===== src/rtl/weight_route_controller.sv =====
// weight_route_controller
//   Walks all output channels in groups of COUNT lanes and writes one weight
//   segment address range per router lane. It then sequences the
//   route/compare/drain handshake with the tile reader and output FIFO, and
//   parks between groups until the upper level grants the next context.
//
// Ports
//   i_clk, i_rst             clock, synchronous active-high reset
//   i_en, i_start            start pulse, accepted only in IDLE while enabled
//   i_reg_clear              soft clear, same effect as i_rst
//   i_conv_mode              0: PWise (L = i_i_c_size), 1: DWise (L = i_k_size)
//   i_start_addr, i_i_c_size, i_o_c_size, i_k_size   job parameters, latched at start
//   i_pop_en, i_context_next, i_fifo_pop_ready, i_fifo_empty   handshake inputs
//   o_id, o_start_addr, o_end_addr, o_addr_write_en, o_valid_mask, o_group_idx
//                            lane address writes of the current group
//   o_route_en, o_pop_en, o_reg_clear, o_ready, o_context_done, o_done, o_busy
//                            handshake / status outputs (all registered)
//
// state       | meaning
// IDLE        | waiting for start; o_done holds the result of the last job
// ADDR_WRITE  | a lane address write is on the outputs this cycle
// WRITE_STALL | one idle cycle after the last write of a group
// ROUTE       | tile reader/comparator enabled, waiting for FIFO data
// DRAIN       | forwarding pops until the output FIFO is empty
// CTX_WAIT    | group finished, waiting for the next context grant
module weight_route_controller #(
  parameter int COUNT      = 4,
  parameter int ADDR_WIDTH = 8,
  parameter int ID_WIDTH   = (COUNT > 1) ? $clog2(COUNT) : 1
) (
  input  logic                  i_clk,
  input  logic                  i_rst,
  input  logic                  i_en,
  input  logic                  i_reg_clear,
  input  logic                  i_start,
  input  logic                  i_conv_mode,
  input  logic [ADDR_WIDTH-1:0] i_start_addr,
  input  logic [ADDR_WIDTH-1:0] i_i_c_size,
  input  logic [ADDR_WIDTH-1:0] i_o_c_size,
  input  logic [ADDR_WIDTH-1:0] i_k_size,
  input  logic                  i_pop_en,
  input  logic                  i_context_next,
  input  logic                  i_fifo_pop_ready,
  input  logic                  i_fifo_empty,
  output logic [ID_WIDTH-1:0]   o_id,
  output logic [ADDR_WIDTH-1:0] o_start_addr,
  output logic [ADDR_WIDTH-1:0] o_end_addr,
  output logic                  o_addr_write_en,
  output logic [COUNT-1:0]      o_valid_mask,
  output logic [ADDR_WIDTH-1:0] o_group_idx,
  output logic                  o_route_en,
  output logic                  o_pop_en,
  output logic                  o_reg_clear,
  output logic                  o_ready,
  output logic                  o_context_done,
  output logic                  o_done,
  output logic                  o_busy
);

  typedef enum logic [2:0] {
    IDLE, ADDR_WRITE, WRITE_STALL, ROUTE, DRAIN, CTX_WAIT
  } state_t;

  state_t                state;
  logic [ADDR_WIDTH-1:0] len_q;   // latched segment length L
  logic [ADDR_WIDTH-1:0] oc_q;    // latched output channel count
  logic [ADDR_WIDTH-1:0] addr_q;  // running address for the next write
  logic [ADDR_WIDTH-1:0] c_q;     // channels written so far
  logic [ID_WIDTH-1:0]   lane_q;  // lane of the next write
  logic                  last_q;  // write now on the outputs closes the group

  logic [ADDR_WIDTH-1:0] seg_len_in;
  logic [ADDR_WIDTH-1:0] wr_len, wr_addr, wr_c, wr_oc;
  logic [ID_WIDTH-1:0]   wr_lane;
  logic [COUNT-1:0]      wr_mask;
  logic                  wr_last;
  logic                  do_emit;

  // Writes are emitted on the edge that enters/continues ADDR_WRITE, so the
  // first strobe of a job is visible right after the start edge. In IDLE the
  // parameters are not latched yet, hence the muxes onto the raw inputs.
  always_comb begin
    seg_len_in = i_conv_mode ? i_k_size : i_i_c_size;
    wr_len     = (state == IDLE) ? seg_len_in   : len_q;
    wr_addr    = (state == IDLE) ? i_start_addr : addr_q;
    wr_oc      = (state == IDLE) ? i_o_c_size   : oc_q;
    wr_c       = (state == IDLE) ? '0 : c_q;
    wr_lane    = (state == ADDR_WRITE) ? lane_q : '0;
    wr_mask    = ((state == ADDR_WRITE) ? o_valid_mask : '0) | (COUNT'(1) << wr_lane);
    wr_last    = (wr_lane == ID_WIDTH'(COUNT - 1)) || (wr_c == wr_oc - ADDR_WIDTH'(1));
    do_emit    = 1'b0;
    case (state)
      IDLE:       do_emit = i_en && i_start && (i_o_c_size != '0) && (seg_len_in != '0);
      ADDR_WRITE: do_emit = !last_q;
      CTX_WAIT:   do_emit = i_context_next;
      default:    do_emit = 1'b0;
    endcase
  end

  always_ff @(posedge i_clk) begin
    if (i_rst || i_reg_clear) begin
      state           <= IDLE;
      len_q           <= '0;
      oc_q            <= '0;
      addr_q          <= '0;
      c_q             <= '0;
      lane_q          <= '0;
      last_q          <= 1'b0;
      o_id            <= '0;
      o_start_addr    <= '0;
      o_end_addr      <= '0;
      o_addr_write_en <= 1'b0;
      o_valid_mask    <= '0;
      o_group_idx     <= '0;
      o_route_en      <= 1'b0;
      o_pop_en        <= 1'b0;
      o_reg_clear     <= 1'b0;
      o_ready         <= 1'b0;
      o_context_done  <= 1'b0;
      o_done          <= 1'b0;
      o_busy          <= 1'b0;
    end else begin
      o_reg_clear    <= 1'b0;
      o_context_done <= 1'b0;
      case (state)
        IDLE: begin
          if (i_en && i_start) begin
            len_q       <= seg_len_in;
            oc_q        <= i_o_c_size;
            c_q         <= '0;
            o_group_idx <= '0;
            // empty job completes immediately without any write
            o_done      <= (i_o_c_size == '0) || (seg_len_in == '0);
          end
        end
        ADDR_WRITE: begin
          if (last_q) begin
            o_addr_write_en <= 1'b0;
            state           <= WRITE_STALL;
          end
        end
        WRITE_STALL: begin
          o_route_en <= 1'b1;
          state      <= ROUTE;
        end
        ROUTE: begin
          if (i_fifo_pop_ready) begin
            o_route_en <= 1'b0;
            o_ready    <= 1'b1;
            state      <= DRAIN;
          end
        end
        DRAIN: begin
          if (i_fifo_empty) begin
            o_pop_en    <= 1'b0;
            o_ready     <= 1'b0;
            o_reg_clear <= 1'b1;
            if (c_q == oc_q) begin
              o_done <= 1'b1;
              o_busy <= 1'b0;
              state  <= IDLE;
            end else begin
              o_context_done <= 1'b1;
              state          <= CTX_WAIT;
            end
          end else begin
            o_pop_en <= i_pop_en;
          end
        end
        CTX_WAIT: begin
          if (i_context_next) o_group_idx <= o_group_idx + ADDR_WIDTH'(1);
        end
        default: state <= IDLE;
      endcase

      if (do_emit) begin
        o_addr_write_en <= 1'b1;
        o_id            <= wr_lane;
        o_start_addr    <= wr_addr;
        o_end_addr      <= wr_addr + wr_len - ADDR_WIDTH'(1);
        o_valid_mask    <= wr_mask;
        addr_q          <= wr_addr + wr_len;
        c_q             <= wr_c + ADDR_WIDTH'(1);
        lane_q          <= wr_lane + ID_WIDTH'(1);
        last_q          <= wr_last;
        o_busy          <= 1'b1;
        state           <= ADDR_WRITE;
      end
    end
  end

endmodule

===== config.mk =====
export PLATFORM = sky130hd
export DESIGN_NAME = weight_route_controller
export DESIGN_NICKNAME = d
export VERILOG_FILES = /design/src/rtl/weight_route_controller.sv
export SDC_FILE = /design/constraint.sdc
export NUM_CORES = 1
export LEC_CHECK = 0
export ABC_AREA = 1
export BUFFER_PORTS_ARGS = -buffer_cell sky130_fd_sc_hd__buf_2
export CORE_MARGIN = 4
export CORE_UTILIZATION = 40
export DETAILED_ROUTE_END_ITERATION = 8
export PLACE_DENSITY = 0.74
export RECOVER_POWER = 100
export SYNTH_ARGS = -nofsm -noshare
export SYNTH_HDL_FRONTEND = slang
export SYNTH_SLANG_ARGS = --single-unit

===== constraint.sdc =====
create_clock -name i_clk -period 2.75 [get_ports i_clk]
set_input_delay 0.275 -clock i_clk [delete_from_list [all_inputs] [get_ports i_clk]]
set_output_delay 0.275 -clock i_clk [all_outputs]
set_load 0.05 [all_outputs]

==> results of run 1 <==
## flip-flops by register name, summed over array words and instances (netlist names)
register and cells:
o_reg_clear 1, last_q 1, o_context_done 1, o_id 2, o_end_addr 8, o_valid_mask 4, o_ready 1, o_start_addr 8
state 3, o_pop_en 1, oc_q 8, c_q 8, o_done 1, len_q 8, o_addr_write_en 1, o_route_en 1
o_group_idx 8, lane_q 2, o_busy 1, addr_q 8
## through the flow
| stage | TNS [ns] | cell area, um2 | std cells | util | setup WS [ns] |
|---|---|---|---|---|---|
| 6_report | 0 | 5126 | 874 | 0.4900 | 0.09377 |
| 5_1_grt | -0.04430 | 5126 | 874 | 0.4900 | -0.02118 |
| 4_1_cts | 0 | 5087 | 868 | 0.4862 | 0.07521 |
| 3_5_place_dp | 0 | 4897 | 853 | 0.4681 | 0.08500 |
| 3_3_place_gp | 0 | 4897 | 853 | 0.4681 | 0.1470 |
| 2_1_floorplan | 0 | 4364 | 647 | - | 0.03301 |
## cells in the mapped netlist (all sizes together)
master / number
nand3: 65
o211ai: 1
fa: 1
a211oi: 2
xor2: 6
nor2: 35
a21oi: 44
buf: 15
ha: 15
o21ai: 57
xnor2: 9
o21a: 2
mux2i: 1
inv: 75
nor4: 2
nor3: 15
dfxtp: 76
nand3b: 6
nand4: 10
clkbuf: 11
clkinv: 2
and2: 1
nand2: 191
o31ai: 2
or2: 3
## worst paths after layout
path	cells past startpoint	start	end	slack, ns
max reg2reg	13	state[0]	o_end_addr[5]	0.09
min	3	i_pop_en	o_pop_en	0.18
max	13	state[0]	o_end_addr[5]	0.09
min reg2reg	2	o_start_addr[2]	o_start_addr[2]	0.45
## per-layer routing
| layer | GRT usage | part of all wire | vias to the layer above |
|---|---|---|---|
| li1 | - | - | 2279 |
| met3 | 0.03504 | 0.046 | 14 |
| met1 | 0.2198 | 0.44 | 1955 |
| met2 | 0.3155 | 0.50 | 103 |
| met4 | 0.05609 | 0.014 | 0 |
| met5 | 0 | 0 | - |
## kinds of logic after synthesis
| kind of cell | Yosys count | synth area share |
|---|---|---|
| adders and majority gates | 16 | 0.04788 |
| xor gates and xnor gates | 15 | 0.03029 |
| DFF | 76 | 0.3507 |
| and+or+nand+nor | 328 | 0.3357 |
| buffers and inverters | 103 | 0.1033 |
| muxes | 1 | 0.002308 |
| AOI/OAI and AO/OA | 108 | 0.1298 |
## timing repair
action | CTS | global route
setup buffers | 0 | 5
resized for setup | 0 | 13
endpoints found under the setup margin | 0 | 3
hold buffers | 0 | 0
## worst max-delay path: stages, from the launching register on
cell     delay (ns)
dfxtp_4        0.36
nor2_4         0.19
buf_4          0.18
nand2_8        0.09
nand2_1        0.07
nand2_1        0.09
ha_1           0.38
a21oi_1        0.28
nand2_2        0.10
xnor2_2        0.23
nand3_2        0.14
buf_4          0.17
xor2_1         0.16
a21oi_1        0.15
## power by group
part | switching, uW | internal, uW | leakage [uW]
sequential | 27.2 | 1150 | 0.000617
clock | 428 | 414 | 0.0000873
combinational | 683 | 371 | 0.00156
total | 1140 | 1930 | 0.00226
## layout make-up
| class | count | area (um2) |
|---|---|---|
| fill | 1109 | 5336 |
| clock buffer | 9 | 123.9 |
| inverter | 77 | 291.5 |
| timing repair buffer | 101 | 505.5 |
| tap | 136 | 170.2 |
| sequential | 76 | 1529 |
| multi-input combinational | 469 | 2440 |
| clock inverter | 6 | 66.31 |
==> metrics.md, run 1 <==
| Metric | Value |
|---|---|
| Skew-Pair Late Insertion Delay | 0.35 ns |
| Period utilisation layout | 0.9659 |
| Tot Pwr | 3070 uW |
| Clock skew | 0.005112 ns |
| Arr. time, crit path | 2.94 ns |
| DRT iter0 DRCs | 275 |
| Yosys warnings | 0 |
| Cells taking the most area after synthesis | dfxtp_1 (35%), nand2_1 (16%), nand3_1 (7.3%), inv_1 (6.1%), o21ai_0 (5.5%) |
| Top cell type's share of synthesized area | 0.3507 |
| Clock Tree Root | clkbuf_8 |
| Clock Tree Buf Depth | 2 |
| Initial antenna violation count | 0 |
| Leak Pwr | 0.002264 uW |
| Via count | 4351 |
| Full die area | 12580 um2 |
| Overall routing resource usage | 0.1791 |
| Via density | 4.978 |
| Placer Congestion | 0.8658 |
| Clock period minus worst slack | 2.656 ns |
| Port bufs | 79 |
| Final setup viols | 0 |
| Fraction of layout cells with a size suffix above 1 | 0.1409 |
| Area Overhead vs Synth | 18.17% |
| HP Class | in2reg |
| DRC | 0 |
| CTS tree | yes |
| Synth Instances | 647 |
| DRT Pass-1 Iters | 4 |
| Core Rows | 37 |
| Syn avg cell area | 6.705 um2 |
| Vias in the first global route | 4090 |
| Transition time of the tightest slew-check pin | 0.9785 ns |
| Slew HR | 0.3477 |
| Sequential area share after synthesis | 0.3507 |
| Mapped Area | 4338 um2 |
| Post-synthesis sequential element count | 76 |
| Reg clk slew, reported paths | 0.08 ns |
| Commonest non-fill, non-tap cell in the layout | nand2_1 |
| Post-DR wirelength/cell | 12.90 um |
| Status | finished clean |
| First-pass GRT wire length | 18830 um |
| CTS buffer count | 9 |
| Grt ovf | 0 |
| H-tree depth | 3 |
| Crit Path Category | reg2reg |
| Critical Path RT | 3.03 ns |
| Hpwl dp | 8408 um |
| Slew Limit Fails | 0 |
| Vert. Die Dim | 112.1 um |
| Synthesized Nets | 705 |
| Final wirelength | 11280 um |
| Synth area leader | dfxtp_1 |
| Power density over the cells | 598.9 nW/um2 |
| CTS sink count | 76 |
| Core ar. | 10460 um2 |
| CP Max Fanout | 11 |
| Ant. Diodes | 0 |
| Most frequent cells in the layout | nand2_1 (188), dfxtp_1 (74), inv_1 (72), nand3_1 (62), o21ai_0 (49) |
| I/O pins | 80 |
| Starting Density | 0.4146 |
| Nets@finish | 792 |
| Die width | 112.1 um |
| Crit end category | flop |
| Hold_ws | 0.1849 ns |
| Startpoint Class | flop |
| VDD IR max | 0.0003014 V |
| Fmax | 376.5 MHz |
| Fin. Hold Viols | 0 |
| Synth cell types | 37 |
| Largest net degree at the start of global routing | 29 |
| Max-Cap Viols | 0 |
| Post-route ant nets | 0 |
No activity file was read; power rests on OpenSTA's default activity.
==> inputs of run 2 (changes only) <==
SETUP_SLACK_MARGIN = 0.3   (was default)
==> run 2 against run 1 <==
  * Register-to-register slack improved by 0.03 ns
  * Via count rose by 4.4%
  * Clock skew rose by 0.0084 ns
  * Critical path depth rose by 3
  * Total power rose by 12%
  * Sequential power barely moved
  * Critical path type unchanged
  * Clock power rose by 0.8%
==> metrics.md, run 2 (synthesis gave the netlist of run 1 again) <==
| Metric | Value |
|---|---|
| Commonest non-fill, non-tap cell in the layout | nand2_1 |
| Leak Pwr | 0.002409 uW |
| Final wirelength | 12500 um |
| Transition time of the tightest slew-check pin | 0.9547 ns |
| Power density over the cells | 628.2 nW/um2 |
| Int Power | 2147 uW |
| Area Overhead vs Synth | 26.22% |
| Startpoint Class | flop |
| Core Rows | 37 |
| Reg clk slew, reported paths | 0.09 ns |
| Ant. Diodes | 0 |
| Port bufs | 79 |
| Via density | 5.062 |
| HP Class | in2reg |
| I/O pins | 80 |
| Slew Limit Fails | 0 |
| Clock skew | 0.01350 ns |
| Period utilisation layout | 0.9534 |
| Max-Cap Viols | 0 |
| VDD IR max | 0.0004115 V |
| Slew HR | 0.3636 |
| Clock Tree Root | clkbuf_8 |
| Clock period minus worst slack | 2.622 ns |
| CTS sink count | 76 |
| Switching Share | 0.3758 |
| H-tree depth | 3 |
| Crit end category | flop |
| Switching power of the nets | 1293 uW |
| Hpwl dp | 8518 um |
| Post-route ant nets | 0 |
| Fraction of layout cells with a size suffix above 1 | 0.1958 |
| DRT iter0 DRCs | 209 |
| Critical Path RT | 3.01 ns |
| CTS buffer count | 9 |
| DRC | 0 |
| Via count | 4541 |
| PnR worst setup slack | 0.1283 ns |
| Design Area, Final | 5475 um2 |
| DP Worst Slack | 0.1379 ns |
| Status | finished clean |
| Placer Congestion | 0.8643 |
| CP Max Fanout | 5 |
| First-pass GRT wire length | 20040 um |
| Final setup viols | 0 |
| Final Core Density | 0.5233 |
| Starting Density | 0.4146 |
| Skew-Pair Late Insertion Delay | 0.35 ns |
| Most frequent cells in the layout | nand2_1 (184), dfxtp_1 (75), inv_1 (69), nand3_1 (58), o21ai_0 (46) |
| DRT Pass-1 Iters | 5 |
| Filler cells | 1062 |
| Core ar. | 10460 um2 |
| Dpl cell area | 4961 um2 |
| Fin. Hold Viols | 0 |
| Crit Path Category | reg2reg |
| Overall routing resource usage | 0.1906 |
| Sequential group share of total power | 0.342 |
| Die width | 112.1 um |
| Clock Tree Buf Depth | 2 |
| RSZ-0062 raised after global routing | yes |
| Grt ovf | 0 |
| Initial antenna violation count | 0 |
| Nets@finish | 814 |
| Clock share of power | 0.247 |
| Full die area | 12580 um2 |
| Post-DR wirelength/cell | 13.93 um |
| Logic pwr share | 0.411 |
| Fmax | 381.4 MHz |
| Vias in the first global route | 4317 |
| Hold-fix buffers, CTS | 0 |
| Vert. Die Dim | 112.1 um |
| CTS tree | yes |
| Largest net degree at the start of global routing | 29 |
| Arr. time, crit path | 2.88 ns |
| Tot Pwr | 3440 uW |
## run 2: changes by cell type in the layout (fill, tap and decap cells not counted), moves of 4 or more
| cell | delta |
|---|---|
| ha_4 | +4 |
| nand2_1 | -4 |
| buf_6 | +6 |
| nand3_1 | -4 |
| ha_1 | -5 |
| buf_4 | +12 |
## run 2: final timing paths
kind | from | cells after the start | slack [ns] | end
max | state[1] | 16 | 0.13 | o_end_addr[7]
min reg2reg | o_start_addr[0] | 2 | 0.45 | o_start_addr[0]
max reg2reg | state[1] | 16 | 0.13 | o_end_addr[7]
min | i_o_c_size[1] | 3 | 0.18 | oc_q[1]
## run 2: per-stage QoR
step / instances / TNS (ns) / hold slack, ns
after detailed placement: 857 / 0 / 0.4274
after CTS: 888 / 0 / 0.1686
after global placement: 857 / 0 / 0.4243
after floorplan: 647 / 0 / 0.4137
after global routing: 897 / -0.08479 / 0.1944
final: 897 / 0 / 0.1805
## run 2: critical path, stage by stage, from the launching register on
cell,delay (ns)
dfxtp_1,0.34
nor2_4,0.18
nand2_4,0.11
o21ai_2,0.21
ha_4,0.18
inv_2,0.04
fa_2,0.40
xor2_1,0.23
nand2_1,0.09
nor2_2,0.18
nand3_2,0.13
nor2_2,0.12
nand2_1,0.06
nand3_1,0.07
nand3_1,0.07
nand2_1,0.07
inv_1,0.04
## run 2: cell type report
type | count | area [um2] | share of cell area
clock buffer | 10 | 127.6 | 0.02331
multi-input combinational | 469 | 2600 | 0.4749
sequential | 76 | 1523 | 0.2781
clock inverter | 6 | 66.31 | 0.01211
timing repair buffer | 123 | 696.9 | 0.1273
inverter | 77 | 291.5 | 0.05325
tap | 136 | 170.2 | 0.03108
## run 2: power groups by stage
stage	registers (uW)	clock network, uW	logic, uW
6_report	1180	849	1410
5_1_grt	1180	905	1540
4_1_cts	1170	868	1210
3_5_place_dp	1200	0	1040
3_3_place_gp	1200	0	1030
2_1_floorplan	1280	0	722
## run 2: metal layers
| layer | vias to the layer above | GRT usage | share of wire |
|---|---|---|---|
| li1 | 2314 | - | - |
| met1 | 2079 | 0.2328 | 0.43 |
| met2 | 122 | 0.3413 | 0.49 |
| met3 | 26 | 0.03558 | 0.048 |
| met4 | 0 | 0.05369 | 0.030 |
| met5 | - | 0 | 0 |
## run 2: repair_timing
item / in CTS / in global routing
resized for setup: 19 / 32
pin swaps: 16 / 26
setup buffers: 14 / 9
endpoints found under the hold margin: 0 / 0
cloned: 1 / 0
endpoints found under the setup margin: 4 / 17
==> inputs of run 3 (changes only) <==
ABC_AREA = 0   (was 1)
SLEW_MARGIN = 10   (was default)
==> run 3 against run 2 <==
  * The flow now finishes with violations (negative setup slack)
  * Combinational power fell by 36%
  * Cell count decreased by 14%
  * Sequential share of layout area down 1.4 points
  * Total power fell by 13%
  * Largest cell class unchanged
==> metrics.md, run 3 <==
| Metric | Value |
|---|---|
| Status | complete, but fails checks |
| Failing checks | negative setup slack |
| DRC | 0 |
| Slew Limit Fails | 0 |
| Crit end category | flop |
| Transition time of the tightest slew-check pin | 0.5050 ns |
| Final Instance Count excl. Fillers | 768 |
| Async SR Flop Fraction | 0 |
| Tot Pwr | 2993 uW |
| H-tree depth | 3 |
| Vias in the first global route | 4121 |
| Arr. time, crit path | 3.05 ns |
| Die width | 111.7 um |
| Cells taking the most area after synthesis | dfxtp_1 (35%), nand2_1 (7.2%), xnor2_1 (4.9%), ha_1 (4.4%), nor2_1 (4.1%) |
| Skew-Pair Late Insertion Delay | 0.36 ns |
| DRT Pass-1 Iters | 4 |
| Most used DFF post-synth | dfxtp_1 |
| Critical Path RT | 2.98 ns |
| I/O pins | 80 |
| Leak Pwr | 0.002418 uW |
| Top cell type's share of synthesized area | 0.3535 |
| Final Core Density | 0.5532 |
| Fin. Hold Viols | 0 |
| Commonest non-fill, non-tap cell in the layout | buf_2 |
| Top cells by count, synth | nand2_1 (82), dfxtp_1 (76), nor2_1 (47) |
| Period utilisation layout | 1.026 |
| Power density over the cells | 519.5 nW/um2 |
| Footprint of the multi-input gates | 2932 um2 |
| Nets@finish | 686 |
| CTS sink count | 76 |
| Port bufs | 79 |
| Clock Tree Buf Depth | 2 |
| Vert. Die Dim | 111.7 um |
| CP Max Fanout | 9 |
| Overall routing resource usage | 0.1919 |
| Fmax | 354.5 MHz |
| Post-route ant nets | 0 |
| Syn avg cell area | 8.390 um2 |
| Final wirelength | 12370 um |
| DP Cell Count | 733 |
| CTS buffer count | 9 |
| Yosys warnings | 0 |
| Initial antenna violation count | 0 |
| PnR worst setup slack | -0.07077 ns |
| Sequential cell area | 1524 um2 |
| Synth Instances | 513 |
| Full die area | 12480 um2 |
| Final setup viols | 3 |
| Core Rows | 37 |
| Most frequent cells in the layout | buf_2 (79), nand2_1 (77), dfxtp_1 (74), nor2_1 (45), buf_4 (45) |
| Filler cells | 910 |
| Post-DR wirelength/cell | 16.11 um |
| Sequential area share after synthesis | 0.3535 |
| Most common cell in the synthesized netlist | nand2_1 |
| EDFF count, synth | 0 |
| DRT iter0 DRCs | 242 |
| Ant. Diodes | 0 |
| HP Class | in2reg |
| RSZ-0062 raised after global routing | yes |
| Hpwl dp | 8756 um |
| Synth cell types | 63 |
| Clock Tree Root | clkbuf_8 |
| Largest net degree at the start of global routing | 31 |
| Max-Cap Viols | 0 |
| First-pass GRT wire length | 19830 um |
| Via density | 5.509 |
| DP Worst Slack | -0.04989 ns |
| Grt ovf | 0 |
| Crit Path Category | reg2reg |
| VDD IR max | 0.0002919 V |
| CTS tree | yes |
| Via count | 4231 |
| Slew HR | 0.6621 |
| Post-synthesis sequential element count | 76 |
| Mapped Area | 4304 um2 |
| Fraction of layout cells with a size suffix above 1 | 0.3402 |
| Clock period minus worst slack | 2.821 ns |
| Core ar. | 10420 um2 |
| Startpoint Class | flop |
| Starting Density | 0.4132 |
| Reg clk slew, reported paths | 0.08 ns |
| Placer Congestion | 0.8710 |
| Synthesized Nets | 571 |
| Synth area leader | dfxtp_1 |
| Area Overhead vs Synth | 33.87% |
| Clock skew | 0.01138 ns |
run 3: cell types whose count changed in the layout (fill, tap and decap cells not counted), sizes merged, moves of 8 or more:
cell / change
mux2i: +13
nand2: -109
nor2: +13
inv: -65
a21oi: -13
clkbuf: -40
xnor2: +15
nor4: +8
a211oi: +12
buf: +51
a22o: +11
o21ai: -27
nand3: -55
run 3: through the flow:
stage | setup TNS, ns | cell area [um2] | hold slack, ns
after floorplan | -1.596 | 4484 | 0.4110
after detailed placement | -0.09296 | 5105 | 0.4370
after CTS | -0.01270 | 5489 | 0.1769
after global placement | 0 | 5105 | 0.4352
final | -0.1518 | 5762 | 0.1866
after global routing | -0.6383 | 5762 | 0.1843
run 3: worst max-delay path: stages, from the launching register on:
cell and delay [ns]:
dfxtp_2 0.33, or3_4 0.46, clkbuf_16 0.19, o21ai_2 0.16
ha_2 0.31, nor2b_4 0.15, o2111a_1 0.23, a211o_1 0.33
buf_4 0.16, buf_6 0.11, xnor2_1 0.16, a211oi_2 0.08
run 3: per-layer routing:
metal | GRT usage | wire length (um) | up-vias
li1 | - | - | 2049
met1 | 0.2526 | 5454 | 2017
met2 | 0.3086 | 5965 | 143
met3 | 0.03967 | 675 | 22
met4 | 0.07461 | 276 | 0
met5 | 0 | 0 | -
run 3: kinds of logic after synthesis:
group	count (synthesis)	synth area share
xor+xnor	34	0.06918
flops	76	0.3535
simple gates	210	0.2488
fa+ha+maj	16	0.04826
compound gates	121	0.1936
buf+inv	39	0.04622
mux	17	0.04041
run 3: worst paths after layout:
| kind | depth (start not counted) | slack, ns | to | start |
|---|---|---|---|---|
| max | 11 | -0.07 | o_end_addr[6] | state[2] |
| min | 3 | 0.19 | oc_q[4] | i_o_c_size[4] |
| max reg2reg | 11 | -0.07 | o_end_addr[6] | state[2] |
| min reg2reg | 2 | 0.46 | o_end_addr[2] | o_end_addr[2] |
run 3: timing repair:
action / in CTS / in global routing
resized for setup: 22 / 27
setup endpoints to repair: 32 / 22
cloned: 0 / 2
pin swaps: 20 / 14
hold buffers: 0 / 0
hold endpoints to repair: 0 / 0
setup buffers: 10 / 8
run 3: area by class of cell:
type | count | area share
inverters | 10 | 0.006515
flip-flops and latches | 76 | 0.2645
well taps | 136 | 0.02953
clock inverters | 4 | 0.01281
repair buffers | 133 | 0.1533
multi-input cells | 398 | 0.5088
clock buffers | 11 | 0.02454
run 3: report_power, final:
| group | internal [uW] | switching (uW) | leakage (uW) |
|---|---|---|---|
| Combinational | 421 | 482 | 0.00169 |
| Sequential | 1130 | 21.4 | 0.000616 |
| Clock | 531 | 408 | 0.000109 |
| Total | 2080 | 912 | 0.00242 |
